--- config.mk ---
export PLATFORM = sky130hd
export DESIGN_NAME = rs_load_param
export DESIGN_NICKNAME = d
export VERILOG_FILES = /design/src/rtl/rs_load_param.sv
export SDC_FILE = /design/constraint.sdc
export NUM_CORES = 2
export LEC_CHECK = 0
export BUFFER_PORTS_ARGS = -buffer_cell sky130_fd_sc_hd__buf_4
export CORE_UTILIZATION = 60
export CTS_CLUSTER_SIZE = 10
export DETAILED_ROUTE_END_ITERATION = 8
export GPL_ROUTABILITY_DRIVEN = 1
export PLACE_DENSITY = 0.76
export SLEW_MARGIN = 40
export SYNTH_ARGS = -nofsm -noshare
export SYNTH_HDL_FRONTEND = slang
export SYNTH_SLANG_ARGS = --single-unit
--- constraint.sdc ---
create_clock -name clk -period 6.83 [get_ports clk]
set_input_delay 1.366 -clock clk [delete_from_list [all_inputs] [get_ports clk]]
set_output_delay 1.366 -clock clk [all_outputs]
set_load 0.005 [all_outputs]
--- src/rtl/rs_load_param.sv ---
// Parametrised load reservation station: CDB snoop, internal base+offset,
// oldest-first dispatch to memory. Optional flush input via RS_LOAD_FLUSH_EN.

module rs_load_entry #(
  parameter int DATA_W = 64,
  parameter int TAG_W  = 4,
  parameter int ROB_W  = 2,
  parameter int MY_TAG = 6
) (
  input  logic              clk,
  input  logic              rst_n,
  input  logic              clr,
  input  logic              alloc,
  input  logic [DATA_W-1:0] issue_vj,
  input  logic [TAG_W-1:0]  issue_qj,
  input  logic [DATA_W-1:0] issue_offset,
  input  logic [ROB_W-1:0]  issue_rob,
  input  logic              cdb_valid,
  input  logic [TAG_W-1:0]  cdb_tag,
  input  logic [DATA_W-1:0] cdb_data,
  input  logic              sent,
  input  logic              free,
  output logic              is_free,
  output logic              is_ready,
  output logic [DATA_W-1:0] addr,
  output logic [ROB_W-1:0]  rob
);
  typedef enum logic [2:0] {S_FREE, S_WAIT, S_CALC, S_READY, S_SENT} state_e;

  state_e            state_q, state_d;
  logic [DATA_W-1:0] base_q, base_d, off_q, off_d, addr_q, addr_d;
  logic [TAG_W-1:0]  qj_q, qj_d;
  logic [ROB_W-1:0]  rob_q, rob_d;
  logic              cdb_ok;

  // A broadcast carrying this entry's own tag is never a wakeup for it.
  assign cdb_ok = cdb_valid && (cdb_tag != TAG_W'(MY_TAG));

  always_comb begin
    state_d = state_q;
    base_d  = base_q;
    off_d   = off_q;
    addr_d  = addr_q;
    qj_d    = qj_q;
    rob_d   = rob_q;
    unique case (state_q)
      S_FREE: if (alloc) begin
        base_d  = issue_vj;
        off_d   = issue_offset;
        rob_d   = issue_rob;
        qj_d    = issue_qj;
        state_d = S_CALC;
        if (issue_qj != '0) begin
          if (cdb_ok && cdb_tag == issue_qj) begin
            base_d = cdb_data;
            qj_d   = '0;
          end else begin
            state_d = S_WAIT;
          end
        end
      end
      S_WAIT: if (cdb_ok && cdb_tag == qj_q) begin
        base_d  = cdb_data;
        qj_d    = '0;
        state_d = S_CALC;
      end
      S_CALC: begin
        addr_d  = base_q + off_q;
        state_d = S_READY;
      end
      S_READY: if (sent) state_d = S_SENT;
      default: ;
    endcase
    // Release beats any handshake on the same entry.
    if (free) begin
      state_d = S_FREE;
      base_d  = '0;
      off_d   = '0;
      addr_d  = '0;
      qj_d    = '0;
      rob_d   = '0;
    end
  end

  always_ff @(posedge clk) begin
    if (!rst_n || clr) begin
      state_q <= S_FREE;
      base_q  <= '0;
      off_q   <= '0;
      addr_q  <= '0;
      qj_q    <= '0;
      rob_q   <= '0;
    end else begin
      state_q <= state_d;
      base_q  <= base_d;
      off_q   <= off_d;
      addr_q  <= addr_d;
      qj_q    <= qj_d;
      rob_q   <= rob_d;
    end
  end

  assign is_free  = (state_q == S_FREE);
  assign is_ready = (state_q == S_READY);
  assign addr     = addr_q;
  assign rob      = rob_q;
endmodule

module rs_load_param #(
  parameter int DEPTH    = 3,
  parameter int DATA_W   = 64,
  parameter int TAG_W    = 4,
  parameter int TAG_BASE = 6,
  parameter int ROB_W    = 2
) (
  input  logic                       clk,
  input  logic                       rst_n,
`ifdef RS_LOAD_FLUSH_EN
  input  logic                       flush,
`endif
  input  logic                       issue_valid,
  output logic                       issue_ready,
  output logic [TAG_W-1:0]           issue_tag,
  input  logic [DATA_W-1:0]          issue_vj,
  input  logic [TAG_W-1:0]           issue_qj,
  input  logic [DATA_W-1:0]          issue_offset,
  input  logic [ROB_W-1:0]           issue_rob,
  input  logic                       cdb_valid,
  input  logic [TAG_W-1:0]           cdb_tag,
  input  logic [DATA_W-1:0]          cdb_data,
  output logic                       mem_valid,
  input  logic                       mem_ready,
  output logic [DATA_W-1:0]          mem_addr,
  output logic [TAG_W-1:0]           mem_tag,
  output logic [ROB_W-1:0]           mem_rob,
  input  logic                       free_valid,
  input  logic [TAG_W-1:0]           free_tag,
  output logic                       busy,
  output logic [$clog2(DEPTH+1)-1:0] occupancy
);
  localparam int OCC_W = $clog2(DEPTH+1);

  logic                             flush_w, accept;
  logic [DEPTH-1:0]                 free_vec, ready_vec, alloc_vec, free_hit, sent_vec, sel_vec;
  logic [DEPTH-1:0][DATA_W-1:0]     addr_vec;
  logic [DEPTH-1:0][ROB_W-1:0]      rob_vec;
  // older_q[i][j] set: entry j was allocated before entry i.
  logic [DEPTH-1:0][DEPTH-1:0]      older_q, older_d;
  logic [OCC_W-1:0]                 occ;

`ifdef RS_LOAD_FLUSH_EN
  assign flush_w = flush;
`else
  assign flush_w = 1'b0;
`endif

  genvar gi;
  for (gi = 0; gi < DEPTH; gi++) begin : g_ent
    assign free_hit[gi] = free_valid && (free_tag != '0) && (free_tag == TAG_W'(TAG_BASE + gi));
    rs_load_entry #(.DATA_W(DATA_W), .TAG_W(TAG_W), .ROB_W(ROB_W), .MY_TAG(TAG_BASE + gi)) u_ent (
      .clk(clk), .rst_n(rst_n), .clr(flush_w), .alloc(alloc_vec[gi]),
      .issue_vj(issue_vj), .issue_qj(issue_qj), .issue_offset(issue_offset), .issue_rob(issue_rob),
      .cdb_valid(cdb_valid && !flush_w), .cdb_tag(cdb_tag), .cdb_data(cdb_data),
      .sent(sent_vec[gi]), .free(free_hit[gi] && !flush_w),
      .is_free(free_vec[gi]), .is_ready(ready_vec[gi]), .addr(addr_vec[gi]), .rob(rob_vec[gi])
    );
  end

  assign busy        = (occ == OCC_W'(DEPTH));
  assign issue_ready = !busy;
  assign occupancy   = occ;
  assign accept      = issue_valid && issue_ready && !flush_w;

  always_comb begin
    logic found;
    found     = 1'b0;
    alloc_vec = '0;
    issue_tag = '0;
    occ       = '0;
    for (int i = 0; i < DEPTH; i++) begin
      if (!free_vec[i]) occ = occ + OCC_W'(1);
      if (free_vec[i] && !found) begin
        found        = 1'b1;
        alloc_vec[i] = accept;
        issue_tag    = TAG_W'(TAG_BASE + i);
      end
    end
  end

  always_comb begin
    sel_vec  = '0;
    mem_addr = '0;
    mem_tag  = '0;
    mem_rob  = '0;
    for (int i = 0; i < DEPTH; i++) begin
      sel_vec[i] = ready_vec[i] && ((older_q[i] & ready_vec) == '0);
      if (sel_vec[i]) begin
        mem_addr = addr_vec[i];
        mem_tag  = TAG_W'(TAG_BASE + i);
        mem_rob  = rob_vec[i];
      end
    end
  end

  assign mem_valid = (|sel_vec) && !flush_w;
  assign sent_vec  = sel_vec & {DEPTH{mem_ready && !flush_w}};

  // A new entry is younger than everything occupied before the edge.
  always_comb begin
    older_d = older_q;
    for (int k = 0; k < DEPTH; k++) begin
      if (alloc_vec[k]) begin
        older_d[k] = ~free_vec;
        for (int j = 0; j < DEPTH; j++) older_d[j][k] = 1'b0;
      end
    end
  end

  always_ff @(posedge clk) begin
    if (!rst_n || flush_w) older_q <= '0;
    else                   older_q <= older_d;
  end
endmodule

# Word level (Yosys, flattened, before mapping)
# Cells that the tools add are included.
# classes
n_addsub	5
n_eq_ne	29
muxes	73
bitwise_logic	6
n_reduce_logical	54
# op_table
cell	count
$mux 64	15
$pmux 64 s2	3
$add 64x64->64	3
$mux 4	15
$mux 3	18
$pmux 3 s4	3
$pmux 4 s2	3
$reduce_bool 4->1	5
$logic_and 1x1->1	19
$eq 3x2->1 const B	6
$logic_not 3->1	6
$eq 4x4->1	4
$mux 2	8
$ne 2x1->1 const B	6
$reduce_and 4->1	3
$reduce_bool 2->1	6
$reduce_or 2->1	5
$and 3x3->3	3
$eq 3x1->1 const B	3
$reduce_and 3->1	3
$eq 4x3->1 const B	2
$mux 1	8
$ne 4x3->1 const B	2
$ne 2x2->1 const B	3
other kinds (11)	15
# totals
ff_bits	609
in_bits	212
elab_cells	191

# Depth between registers and ports, before layout
# depth
depth_word	13
ltp_mapped	17

# Hierarchy
# Synthesis repeated with hierarchy kept, for this count alone.
# hier_totals
cells_unflattened	4621
area_unflattened_um2	35725.5
# modules_own_cells
module	n_inst	cells_per_inst	area_per_inst_um2	seq_area_each_um2
rs_load_entry (g_ent[2].u_ent)	1	1465	11394.7	4023.9
rs_load_entry (g_ent[1].u_ent)	1	1429	11267.1	4023.9
rs_load_entry (g_ent[0].u_ent)	1	1430	11218.3	4023.9
rs_load_param	1	297	1845.5	120.1

# Worst setup path before layout
# OpenSTA, ideal clock, no wires.
# synth_path
path_kind	input -> register
from	input port cdb_tag[3]
to	register g_ent[1].u_ent.base_q[23]
setup_time_ps	134
arrival_time_ps	3367
slack_ps	3329
path_stages	12
n_path_buf	4
cell_sequence	clkbuf_1 > inv_1 > nand3_1 > o21ai_0 > or4_1 > nand2_1 > o21ai_0 > nor3_1 > clkbuf_1 > buf_2 > buf_2 > a211oi_1
# synth_via
elab_chain_cells	7
# synth_rtl
element	line_no	rtl
start: declaration	129	input logic [TAG_W-1:0] cdb_tag,
$ne 4x3->1	37	assign cdb_ok = cdb_valid && (cdb_tag != TAG_W'(MY_TAG));
$logic_and 1x1->1	37	
$logic_and 1x1->1	54	if (cdb_ok && cdb_tag == issue_qj) begin
$mux 64	54	
$mux 64	53	if (issue_qj != '0) begin
$mux 64	47	S_FREE: if (alloc) begin
$pmux 64 s2	46	unique case (state_q)
end signal: assignment	95	base_q <= base_d;
end: declaration	31	logic [DATA_W-1:0] base_q, base_d, off_q, off_d, addr_q, addr_d;
# Several ways; a longest one is shown, not always the timed one. The select of a mux whose other input is x is not followed.
# A chain may end at the register's enable or synchronous reset.

# Worst setup path in the final report
# layout_path
from	register g_ent[0].u_ent.state_q[0]
to	output port mem_addr[24]
# layout_via
elab_chain_cells	7
# layout_rtl
element	line_no	rtl
start: declaration	30	state_e state_q, state_d;
start signal: assignment	94	state_q <= state_d;
$eq 3x2->1 *	104	assign is_ready = (state_q == S_READY);
$and 3x3->3	196	sel_vec[i] = ready_vec[i] && ((older_q[i] & ready_vec) == '0);
$logic_not 3->1	196	
$logic_and 1x1->1	196	
$mux 64 (2 in series)	197	if (sel_vec[i]) begin
$mux 64 *	197	
end: declaration	133	output logic [DATA_W-1:0] mem_addr,
# Every way passes the cells marked *; elsewhere a longest branch is shown, timed or not.

==> summary.md <==
| Metric | Value |
|---|---|
| Post-route setup TNS | 0 ns |
| Cts hold-fix bufs | 0 |
| Final wirelength | 121,000 µm |
| Pwr dens | 338 nW/µm² |
| Switching power | 5.39 mW |
| Final worst setup slack | 1.68 ns |
| Busiest grt layer | met2 |
| Row Count | 88 |
| Vias in the first global route | 31,400 |
| 1st-pass router iterations | 7 |
| RSZ-0062 raised after global routing | false |
| Register area share after synthesis | 0.345 |
| Worst R2R Setup Slack | 2.13 ns |
| First-pass GRT wire length | 183,000 µm |
| Synth Area per Inst | 7.83 µm² |
| Root Buffer | clkbuf_16 |
| Clock Power Share | 0.261 |
| Synth warn | 0 |
| Clk buf depth | 3 |
| Post-synth EDFFs | 0 |
| Overall global routing resource usage | 0.393 |
| Detail Route Antenna Nets | 0 |
| Clock latency on the worst-skew pair | 0.62 ns |
| Initial core utilization | 0.610 |
| # IOs | 291 |
| Synthesis-to-finish area growth | 13.0% |
| Final hold vios | 0 |
| Final GP Congestion | 1.01 |
| Worst hold path class | reg -> reg |
| Worst slack, placed | 2.13 ns |
| Normalized max-slew margin | 0.394 |
| Clock Sink Count | 609 |
| Die width | 245 µm |
| # fillers | 5,063 |
| Combinational power share | 0.396 |
| Final setup vio count | 0 |
| DRT iter0 DRCs | 3,419 |
| Share of layout cells above drive strength 1 | 0.108 |
| Overflow after GRT | 0 |
| Worst slew pin tran | 0.905 ns |
| Final nets | 5,018 |
| Hold Path Stages | 2 |
| Vias | 34,300 |
| Die area | 59,800 µm² |
| Core region area | 57,900 µm² |
| CTS tree | done |
| Post-CTS Setup Repair Bufs | 0 |
| Worst VDD drop | 0.276 mV |
| PostCTS Resize Cnt | 0 |
| Slew Viols, Final | 0 |
| Routed len/inst | 22.4 µm |
| Worst Setup End Kind | output port |
| Largest net degree at the start of global routing | 104 |
| Hpwl dp | 87,800 µm |
| Die Ht | 245 µm |
| Drt via density | 6.36 |
| DRC Markers | 0 |
| Top_reg_cell synth | dfxtp_1 |
| Met2 GRT Util | 0.605 |
| Status | finished, final reports clean |
| Distinct cells, synth | 102 |
| Sequential share of power | 0.343 |
| Tmin final | 5.15 ns |
| Worst Path Arrival | 3.79 ns |
| H-Tree Level Count | 3 |
| R2R cell count | 15 |
| Pleak | 16.9 nW |
| Worst clock skew | 0.0245 ns |
| Max FO, Critical Path | 24 |
| Grt met3 use | 0.0794 |
| Synthesized flop and latch total | 609 |
| CTS buffer count | 72 |
| Syn_nets | 4,918 |
| Synthesized area | 35,300 µm² |
| Setup CP Type | reg -> out |
| Max Clk Rate | 0.194 GHz |
| Critical path required time | 5.46 ns |
| Initial antenna violation count | 0 |
| Ant diodes | 0 |
| IO Port Bufs | 290 |
| Internal power | 8.10 mW |
| Critical path launch point type | flop |
| Final Power | 13.5 mW |
| Cells after Synth | 4,510 |
| Clk slew on worst S/H paths | 0.05 ns |
| Sw frac | 0.400 |
| Fin crit share | 0.754 |
| Post-synth ARST share | 0 |
| Met1 Usage GRT | 0.535 |
| Max cap viols | 0 |
-- logic make-up after synthesis --
logic type | share of synthesized area
AND/OR/NAND/NOR | 0.188
buffers and inverters | 0.0426
flip-flops | 0.345
XOR/XNOR | 0.0446
adder cells (fa/ha/maj) | 0.0701
AO/OA/AOI/OAI | 0.254
multiplexers | 0.0562
-- sequential cells by signal, summed over array words and instances, names as in the netlist --
| signal | flops |
|---|---|
| g_ent.u_ent.addr | 192 |
| g_ent.u_ent.state_q | 9 |
| g_ent.u_ent.off_q | 192 |
| older_q | 6 |
| g_ent.u_ent.base_q | 192 |
| g_ent.u_ent.rob | 6 |
| g_ent.u_ent.qj_q | 12 |
-- per-stage QoR --
step / utilization / instances / instance area (µm²) / hold slack, ns
6_report: 0.689 / 5396 / 39900 / 0.449
5_1_grt: 0.689 / 5396 / 39900 / 0.468
4_1_cts: 0.688 / 5394 / 39800 / 0.450
3_5_place_dp: 0.653 / 5299 / 37800 / 0.443
3_3_place_gp: 0.651 / 5294 / 37700 / 0.437
2_1_floorplan: - / 4510 / 35300 / 0.425
-- cell usage in the layout (no fill, tap or decap), types with 24 or more instances in the layout --
| master | n |
|---|---|
| a211oi_1 | 229 |
| a21o_1 | 121 |
| a21oi_1 | 555 |
| a221oi_1 | 79 |
| and3_1 | 32 |
| buf_4 | 326 |
| clkbuf_16 | 77 |
| dfxtp_1 | 609 |
| ha_1 | 193 |
| inv_1 | 62 |
| mux2i_1 | 196 |
| nand2_1 | 774 |
| nand2b_1 | 24 |
| nand3_1 | 75 |
| nand4_1 | 56 |
| nor2_1 | 477 |
| nor3_1 | 29 |
| o21a_1 | 25 |
| o21ai_0 | 148 |
| o21bai_1 | 40 |
| xnor2_1 | 114 |
| xor2_1 | 66 |
-- final timing paths --
check,from,to
setup / recovery,g_ent[0].u_ent.state_q[0],mem_addr[24]
hold / removal,g_ent[1].u_ent.addr[35],g_ent[1].u_ent.addr[35]
setup reg to reg,g_ent[1].u_ent.state_q[2],g_ent[2].u_ent.base_q[43]
hold reg to reg,g_ent[1].u_ent.addr[35],g_ent[1].u_ent.addr[35]
-- final cells by class --
type / instances / area [µm²] / share of cell area
Sequential cell: 609 / 12200 / 0.305
Clock inverter: 3 / 22.5 / 0.000564
Inverter: 63 / 236 / 0.00592
Multi-Input combinational cell: 3524 / 21800 / 0.546
Timing Repair Buffer: 340 / 2700 / 0.0677
Clock buffer: 92 / 2010 / 0.0504
Tap cell: 765 / 957 / 0.0240
-- per-layer routing --
layer | wire [µm] | vias up
met3 | 11700 | 286
li1 | - | 16200
met2 | 52700 | 1727
met5 | 0 | -
met4 | 5180 | 0
met1 | 51500 | 16100
-- critical path: stages, from the launching register on --
cell	delay [ns]
dfxtp_1	0.53
nor3b_1	0.55
nand2_1	0.10
a21oi_1	0.30
nor2b_4	0.52
buf_16	0.22
buf_16	0.17
buf_4	0.37
a221oi_1	0.15
nor2_1	0.14
buf_4	0.13
-- power groups by stage --
stage / sequential, mW / combinational (mW) / clock [mW]
6_report: 4.62 / 5.34 / 3.52
3_5_place_dp: 4.68 / 5.18 / 0
3_3_place_gp: 4.67 / 5.09 / 0
4_1_cts: 4.61 / 5.21 / 3.54
2_1_floorplan: 4.53 / 3.76 / 0
5_1_grt: 4.68 / 5.77 / 3.69
-- synth_stat cells, types with 22 or more instances --
library cell | count | area, µm²
nand2b_1 | 24 | 150
a21oi_1 | 556 | 2780
ha_1 | 193 | 2410
a211oi_1 | 229 | 1720
o21bai_1 | 40 | 300
dfxtp_1 | 609 | 12200
buf_1 | 22 | 82.6
o21ai_0 | 148 | 741
nand3_1 | 77 | 385
xnor2_1 | 114 | 998
a21o_1 | 121 | 908
buf_2 | 52 | 260
clkbuf_1 | 233 | 875
nor2_1 | 480 | 1800
inv_1 | 62 | 233
o21a_1 | 25 | 188
a221oi_1 | 79 | 692
and3_1 | 32 | 200
nor3_1 | 34 | 170
nand4_1 | 56 | 350
mux2i_1 | 196 | 1960
xor2_1 | 66 | 578
nand2_1 | 776 | 2910
(Power assumes the default switching activity.)
